===== config.mk =====
export PLATFORM = sky130hd
export DESIGN_NAME = sat_counter
export DESIGN_NICKNAME = d
export VERILOG_FILES = /design/src/rtl/updown_seq_checker_sat_counter.sv
export SDC_FILE = /design/constraint.sdc
export NUM_CORES = 1
export LEC_CHECK = 0
export CELL_PAD_IN_SITES_DETAIL_PLACEMENT = 1
export CELL_PAD_IN_SITES_GLOBAL_PLACEMENT = 2
export CORE_MARGIN = 4
export CORE_UTILIZATION = 29
export DETAILED_ROUTE_END_ITERATION = 8
export PLACE_DENSITY = 0.85
export SETUP_SLACK_MARGIN = 0.3
export SLEW_MARGIN = 15
export SYNTH_ARGS = -nofsm -noshare
export SYNTH_HDL_FRONTEND = slang
export SYNTH_SLANG_ARGS = --single-unit

===== constraint.sdc =====
create_clock -name clk -period 3.5 [get_ports clk]
set_input_delay 0.7 -clock clk [delete_from_list [all_inputs] [get_ports clk]]
set_output_delay 0.7 -clock clk [all_outputs]
set_load 0.02 [all_outputs]

===== src/rtl/updown_seq_checker_sat_counter.sv =====
// sat_counter: counter that sticks at all-ones, cleared synchronously
module sat_counter #(parameter int ERR_W = 8) (
    input  logic             clk,
    input  logic             clr,
    input  logic             inc,
    output logic [ERR_W-1:0] q
);
    // Count increments until every bit is set, then hold
    always_ff @(posedge clk)
        q <= clr ? '0 : (inc && !(&q)) ? q + ERR_W'(1) : q;
endmodule


==> impl_metrics.env, run 1 <==
export IMPL_yosysTopAreaCell="dfxtp_1"
export IMPL_io_pins=11
export IMPL_slowest_stage="clkdlybuf4s50_1"
export IMPL_drt_pass1_iterations=2
export IMPL_fmax_ghz=0.486
export IMPL_critPathMaxStageDelay_ns=0.65
export IMPL_yosysWarningCount=0
export IMPL_area_delta_synth_final_pct=26.6
export IMPL_num_antenna_cells=0
export IMPL_syn_num_nets=48
export IMPL_synth_area_leaders="dfxtp_1, mux2_4, a211oi_1"
export IMPL_cp_cell_sequence="clkdlybuf4s50_1"
export IMPL_cts_resized_gates=0
export IMPL_ant_nets=0
export IMPL_largest_register="q"
export IMPL_hpwl_um=699
export IMPL_synthTopCellsByCount="dfxtp_1, a211oi_1, a21oi_1, nor2b_1"
export IMPL_cts_sinks=8
export IMPL_grt_pass1_wl_um=1680
export IMPL_routed_wl_um=934
export IMPL_rr_startpoint="q[0]"
export IMPL_post_cts_setup_buffer_count=0
export IMPL_seq_power_share_pct=50.3
export IMPL_crit_fanout=8
export IMPL_synthCells=44
export IMPL_min_path_cells=1
export IMPL_r2r_slack_ns=1.93
export IMPL_required_ns=2.80
export IMPL_via_count=376
export IMPL_syn_cell_area_um2=447
export IMPL_final_period_utilization_pct=58.8
export IMPL_postPlaceCellArea_um2=543
export IMPL_avgSynthCellArea_um2=10.2
export IMPL_die_w_um=47.2
export IMPL_hold_path_class="reg2reg"
export IMPL_largest_register_ff_count=8
export IMPL_power_mw=0.192
export IMPL_initial_core_util_pct=32.3
export IMPL_hold_start="q[7]"
export IMPL_p_int_mw=0.144
export IMPL_drt_iter0_drc=1
export IMPL_dieArea_um2=2230
export IMPL_synth_most_common_cell="dfxtp_1"
export IMPL_end_kind="output pin"
export IMPL_leakage_nw=0.199
export IMPL_grt_max_degree=12
export IMPL_setup_viol=0
export IMPL_vdd_ir_drop_max_mv=0.215
export IMPL_ys_seq_area_share_pct=35.9
export IMPL_fin_tns_setup_ns=0
export IMPL_cp_num_buf_inv=1
export IMPL_cts_inserted_buffers=3
export IMPL_largestRegisters="q (8)"
export IMPL_grt_pass1_vias=381
export IMPL_critical_path_class="reg2out"
export IMPL_synthArstFlopShare_pct=0
export IMPL_drc_errors=0
export IMPL_synthDistinctLibCells=27
export IMPL_yosys_most_used_dff="dfxtp_1"
export IMPL_slew_viol_final=0
export IMPL_p_sw_mw=0.0478
export IMPL_arrival_ns=1.36
export IMPL_p_per_area_nw_per_um2=339
export IMPL_stdcell_area_um2=566
export IMPL_final_nets=60
export IMPL_p_comb_share_pct=10.9
export IMPL_antenna_found_initial=0
export IMPL_maxCapViolCount=0
export IMPL_die_h_um=47.2
export IMPL_r2r_cells=4
export IMPL_p_sw_share_pct=25.0
export IMPL_fin_cells=69
export IMPL_synth_top_cell_area_share_pct=35.9
export IMPL_ys_ff_latch=8
export IMPL_hold_viol_final=0
export IMPL_crit_path_start_kind="flop"
export IMPL_rsz0062_at_grt="no"
export IMPL_max_slew_margin_pct=74.0
export IMPL_grt_ovfl_total=0
export IMPL_clock_skew_ns=0.00196
export IMPL_status="complete, no violations"
export IMPL_cts_max_level=1
export IMPL_dpl_cell_count=66
export IMPL_cts_hold_buf=0
export IMPL_viasPerCell=5.45
export IMPL_drive_above_1_share_pct=18.5
export IMPL_worst_pin_slew_ns=0.389
export IMPL_port_buffers=10
export IMPL_grt_total_usage_pct=11.1
export IMPL_rows=13
export IMPL_hold_end="q[7]"
export IMPL_final_util_pct=40.9
export IMPL_clk_latency_ns=0.26
export IMPL_clockPowerShare_pct=38.8
export IMPL_wl_per_cell_um=13.5
export IMPL_cts_tree="done"
export IMPL_gp_congestion=0.719
export IMPL_core_area_um2=1380
export IMPL_synth_edf_count=0
export IMPL_finalCriticalPeriod_ns=2.06
export IMPL_cts_root_buf="clkbuf_4"
export IMPL_cts_buffer_depth=2
export IMPL_path_delay_family="buffers and inverters"
export IMPL_worstReg2RegEnd="q[5]"
export IMPL_clkTransAtPathRegs_ns=0.06
## kinds of logic after synthesis
family          after synthesis  share of synthesized area (%)
compound gates               12                           23.2
simple gates                 16                           23.2
buf+inv                       4                           5.88
fa+ha+maj                     1                           2.80
mux                           3                           8.96
flops                         8                           35.9
## power by group through the flow
stage	registers (mW)	clock network (mW)	logic, mW
3_5_place_dp	0.0984	0	0.0211
2_1_floorplan	0.101	0	0.0104
3_3_place_gp	0.0986	0	0.0204
5_1_grt	0.0969	0.0828	0.0226
6_report	0.0964	0.0743	0.0209
4_1_cts	0.0964	0.0787	0.0212
## layout make-up
cell class              count  area, µm²
flip-flops and latches      8        160
multi-input cells          32        260
fillers                   152        817
clock buffers               3       22.5
repair buffers             10        100
inverters                   1       3.75
well taps                  15       18.8
## through the flow
step | hold slack (ns) | worst slack (ns)
after floorplan | 0.583 | 1.85
after global placement | 0.520 | 1.27
after detailed placement | 0.525 | 1.25
after CTS | 0.534 | 1.43
after global routing | 0.555 | 1.36
final | 0.529 | 1.44
## per-layer routing
layer / GRT usage (%) / share of wire (%) / up-vias
li1: - / - / 189
met1: 14.0 / 49 / 176
met2: 15.5 / 44 / 9
met3: 3.45 / 4.2 / 2
met4: 8.29 / 2.6 / 0
met5: 0 / 0 / -
## cells in the final DEF (no fill, tap or decap), drive strengths merged
master and count:
a211oi 4, a21boi 1, a21oi 3, a311oi 2
a41oi 1, and3 1, and4 1, and4b 1
clkbuf 3, clkdlybuf4s50 10, dfxtp 8, ha 1
inv 1, mux2 2, mux2i 1, nand2 1
nand2b 2, nand3 1, nand4 2, nor2 2
nor2b 3, nor3 2, o21ba 1
## how the worst max path moves through the flow
stage	from	end	slack, ns	depth (start not counted)
after floorplan	inc	q[5]	1.85	4
after global placement	inc	q[5]	1.27	4
after detailed placement	inc	q[5]	1.25	4
after CTS	q[4]	q[4]	1.43	1
after global routing	q[4]	q[4]	1.36	1
final	q[4]	q[4]	1.44	1
Note: power is estimated with default switching activity, not from simulation.
==> run 2: changes to the inputs <==
Settings changed: CORE_UTILIZATION 29 to 27, PLACE_DENSITY 0.85 to 0.81.
Clock period 3.5 ns to 1.9 ns, I/O delays scaled along.
==> run 2 against run 1 <==
  * Clock power increased by 78%
  * Die area increased by 6.1%
  * Wire length increased by 9.9%
  * Global-route usage decreased by 1.7 points
  * Sequential cell count unchanged
  * Largest power group unchanged
==> impl_metrics.env, run 2 (same netlist as run 1, synthesis figures left out) <==
export IMPL_ant_nets=0
export IMPL_core_area_um2=1540
export IMPL_hold_path_class="reg2reg"
export IMPL_antenna_found_initial=0
export IMPL_fin_cells=72
export IMPL_io_pins=11
export IMPL_grt_max_degree=12
export IMPL_wl_per_cell_um=14.3
export IMPL_layout_common_cells="dlygate4sd2_1, dfxtp_1"
export IMPL_cts_max_level=1
export IMPL_rr_startpoint="q[0]"
export IMPL_final_period_utilization_pct=79.1
export IMPL_cts_root_buf="clkbuf_4"
export IMPL_maxCapViolCount=0
export IMPL_largest_register_ff_count=8
export IMPL_area_delta_synth_final_pct=29.1
export IMPL_clk_latency_ns=0.25
export IMPL_die_w_um=48.7
export IMPL_finalCriticalPeriod_ns=1.50
export IMPL_final_nets=62
export IMPL_grt_ovfl_total=0
export IMPL_cp_startpoint="inc"
export IMPL_power_mw=0.347
export IMPL_clock_skew_ns=0.00122
export IMPL_slew_viol_final=0
export IMPL_initial_core_util_pct=29.0
export IMPL_grt_pass1_vias=389
export IMPL_cts_tree="done"
export IMPL_crit_fanout=5
export IMPL_required_ns=2.04
export IMPL_slowest_stage="clkdlybuf4s50_1"
export IMPL_cts_buffer_depth=2
export IMPL_end_kind="flop"
export IMPL_hold_viol_final=0
export IMPL_p_per_area_nw_per_um2=601
export IMPL_largestRegisters="q (8)"
export IMPL_dieArea_um2=2370
export IMPL_leakage_nw=0.243
export IMPL_drt_iter0_drc=6
export IMPL_fin_tns_setup_ns=0
export IMPL_r2r_slack_ns=0.42
export IMPL_seq_power_share_pct=51.3
export IMPL_via_count=394
export IMPL_setup_viol=0
export IMPL_worstReg2RegEnd="q[5]"
export IMPL_cp_cell_sequence="clkdlybuf4s50_1 > nand4_2 > a211oi_2 > mux2_4"
export IMPL_cp_endpoint="q[5]"
export IMPL_p_int_mw=0.263
export IMPL_die_h_um=48.7
export IMPL_cts_inserted_buffers=3
export IMPL_p_sw_share_pct=24.2
export IMPL_arrival_ns=1.65
export IMPL_num_antenna_cells=0
export IMPL_largest_register="q"
export IMPL_clkTransAtPathRegs_ns=0.05
export IMPL_hpwl_um=761
export IMPL_crit_path_start_kind="input pin"
export IMPL_post_cts_setup_buffer_count=0
export IMPL_critPathMaxStageDelay_ns=0.56
export IMPL_p_comb_share_pct=10.6
export IMPL_max_slew_margin_pct=73.0
export IMPL_drive_above_1_share_pct=23.2
export IMPL_status="complete, no violations"
export IMPL_min_path_cells=1
export IMPL_r2r_cells=4
export IMPL_viasPerCell=5.47
export IMPL_drt_pass1_iterations=3
export IMPL_rsz0062_at_grt="no"
export IMPL_clockPowerShare_pct=38.1
export IMPL_critical_path_class="in2reg"
export IMPL_rows=14
export IMPL_drc_errors=0
export IMPL_dpl_cell_count=69
export IMPL_port_buffers=10
export IMPL_grt_pass1_wl_um=1710
export IMPL_p_sw_mw=0.0838
export IMPL_grt_total_usage_pct=9.43
export IMPL_gp_congestion=0.694
export IMPL_routed_wl_um=1030
export IMPL_worst_pin_slew_ns=0.404
export IMPL_fmax_ghz=0.666
export IMPL_cts_sinks=8
export IMPL_cts_hold_buf=0
export IMPL_vdd_ir_drop_max_mv=0.247
[run 2: critical path: cells and delay by family]
| family | cells | cell delay (ns) |
|---|---|---|
| AOI/OAI and AO/OA | 1 | 0.25 |
| buffers and inverters | 1 | 0.56 |
| and+or+nand+nor | 1 | 0.15 |
| muxes | 1 | 0.31 |
[run 2: final cells by class]
type                    count  area [µm²]
fillers                   189         965
multi-input cells          32         265
flip-flops and latches      8         160
repair buffers             12         105
clock buffers               3        22.5
well taps                  16        20.0
inverters                   1        3.75
[run 2: layer usage]
metal | vias to the layer above | global-route usage (%) | part of all wire (%)
met5 | - | 0 | 0
met4 | 0 | 6.73 | 2.4
met3 | 4 | 4.60 | 4.9
met2 | 9 | 15.2 | 47
met1 | 187 | 9.28 | 46
li1 | 194 | - | -
[run 2: worst min-delay path by stage]
stage / to / from
global route: q[7] / q[7]
detailed placement: q[7] / q[7]
floorplan: q[1] / q[1]
global placement: q[7] / q[7]
finish: q[7] / q[7]
CTS: q[7] / q[7]
[run 2: power by group through the flow]
stage | Combinational, mW | Sequential, mW | Clock [mW]
after floorplan | 0.0191 | 0.186 | 0
after global placement | 0.0395 | 0.181 | 0
after detailed placement | 0.0410 | 0.181 | 0
after CTS | 0.0375 | 0.178 | 0.142
after global routing | 0.0411 | 0.178 | 0.146
final | 0.0368 | 0.178 | 0.132
[run 2: per-stage QoR]
stage | utilization, % | hold WS [ns] | instance area (µm²) | setup slack (ns)
6_report | 37.4 | 0.528 | 577 | 0.398
5_1_grt | 37.4 | 0.556 | 577 | 0.328
4_1_cts | 37.2 | 0.523 | 573 | 0.337
3_5_place_dp | 36.3 | 0.519 | 559 | 0.130
3_3_place_gp | 36.3 | 0.500 | 559 | 0.172
2_1_floorplan | - | 0.583 | 447 | 0.328
[run 2: timing repair]
item,4_1_cts,5_1_grt
endpoints found under the hold margin,0,0
gates resized for setup,9,1
endpoints found under the setup margin,10,2
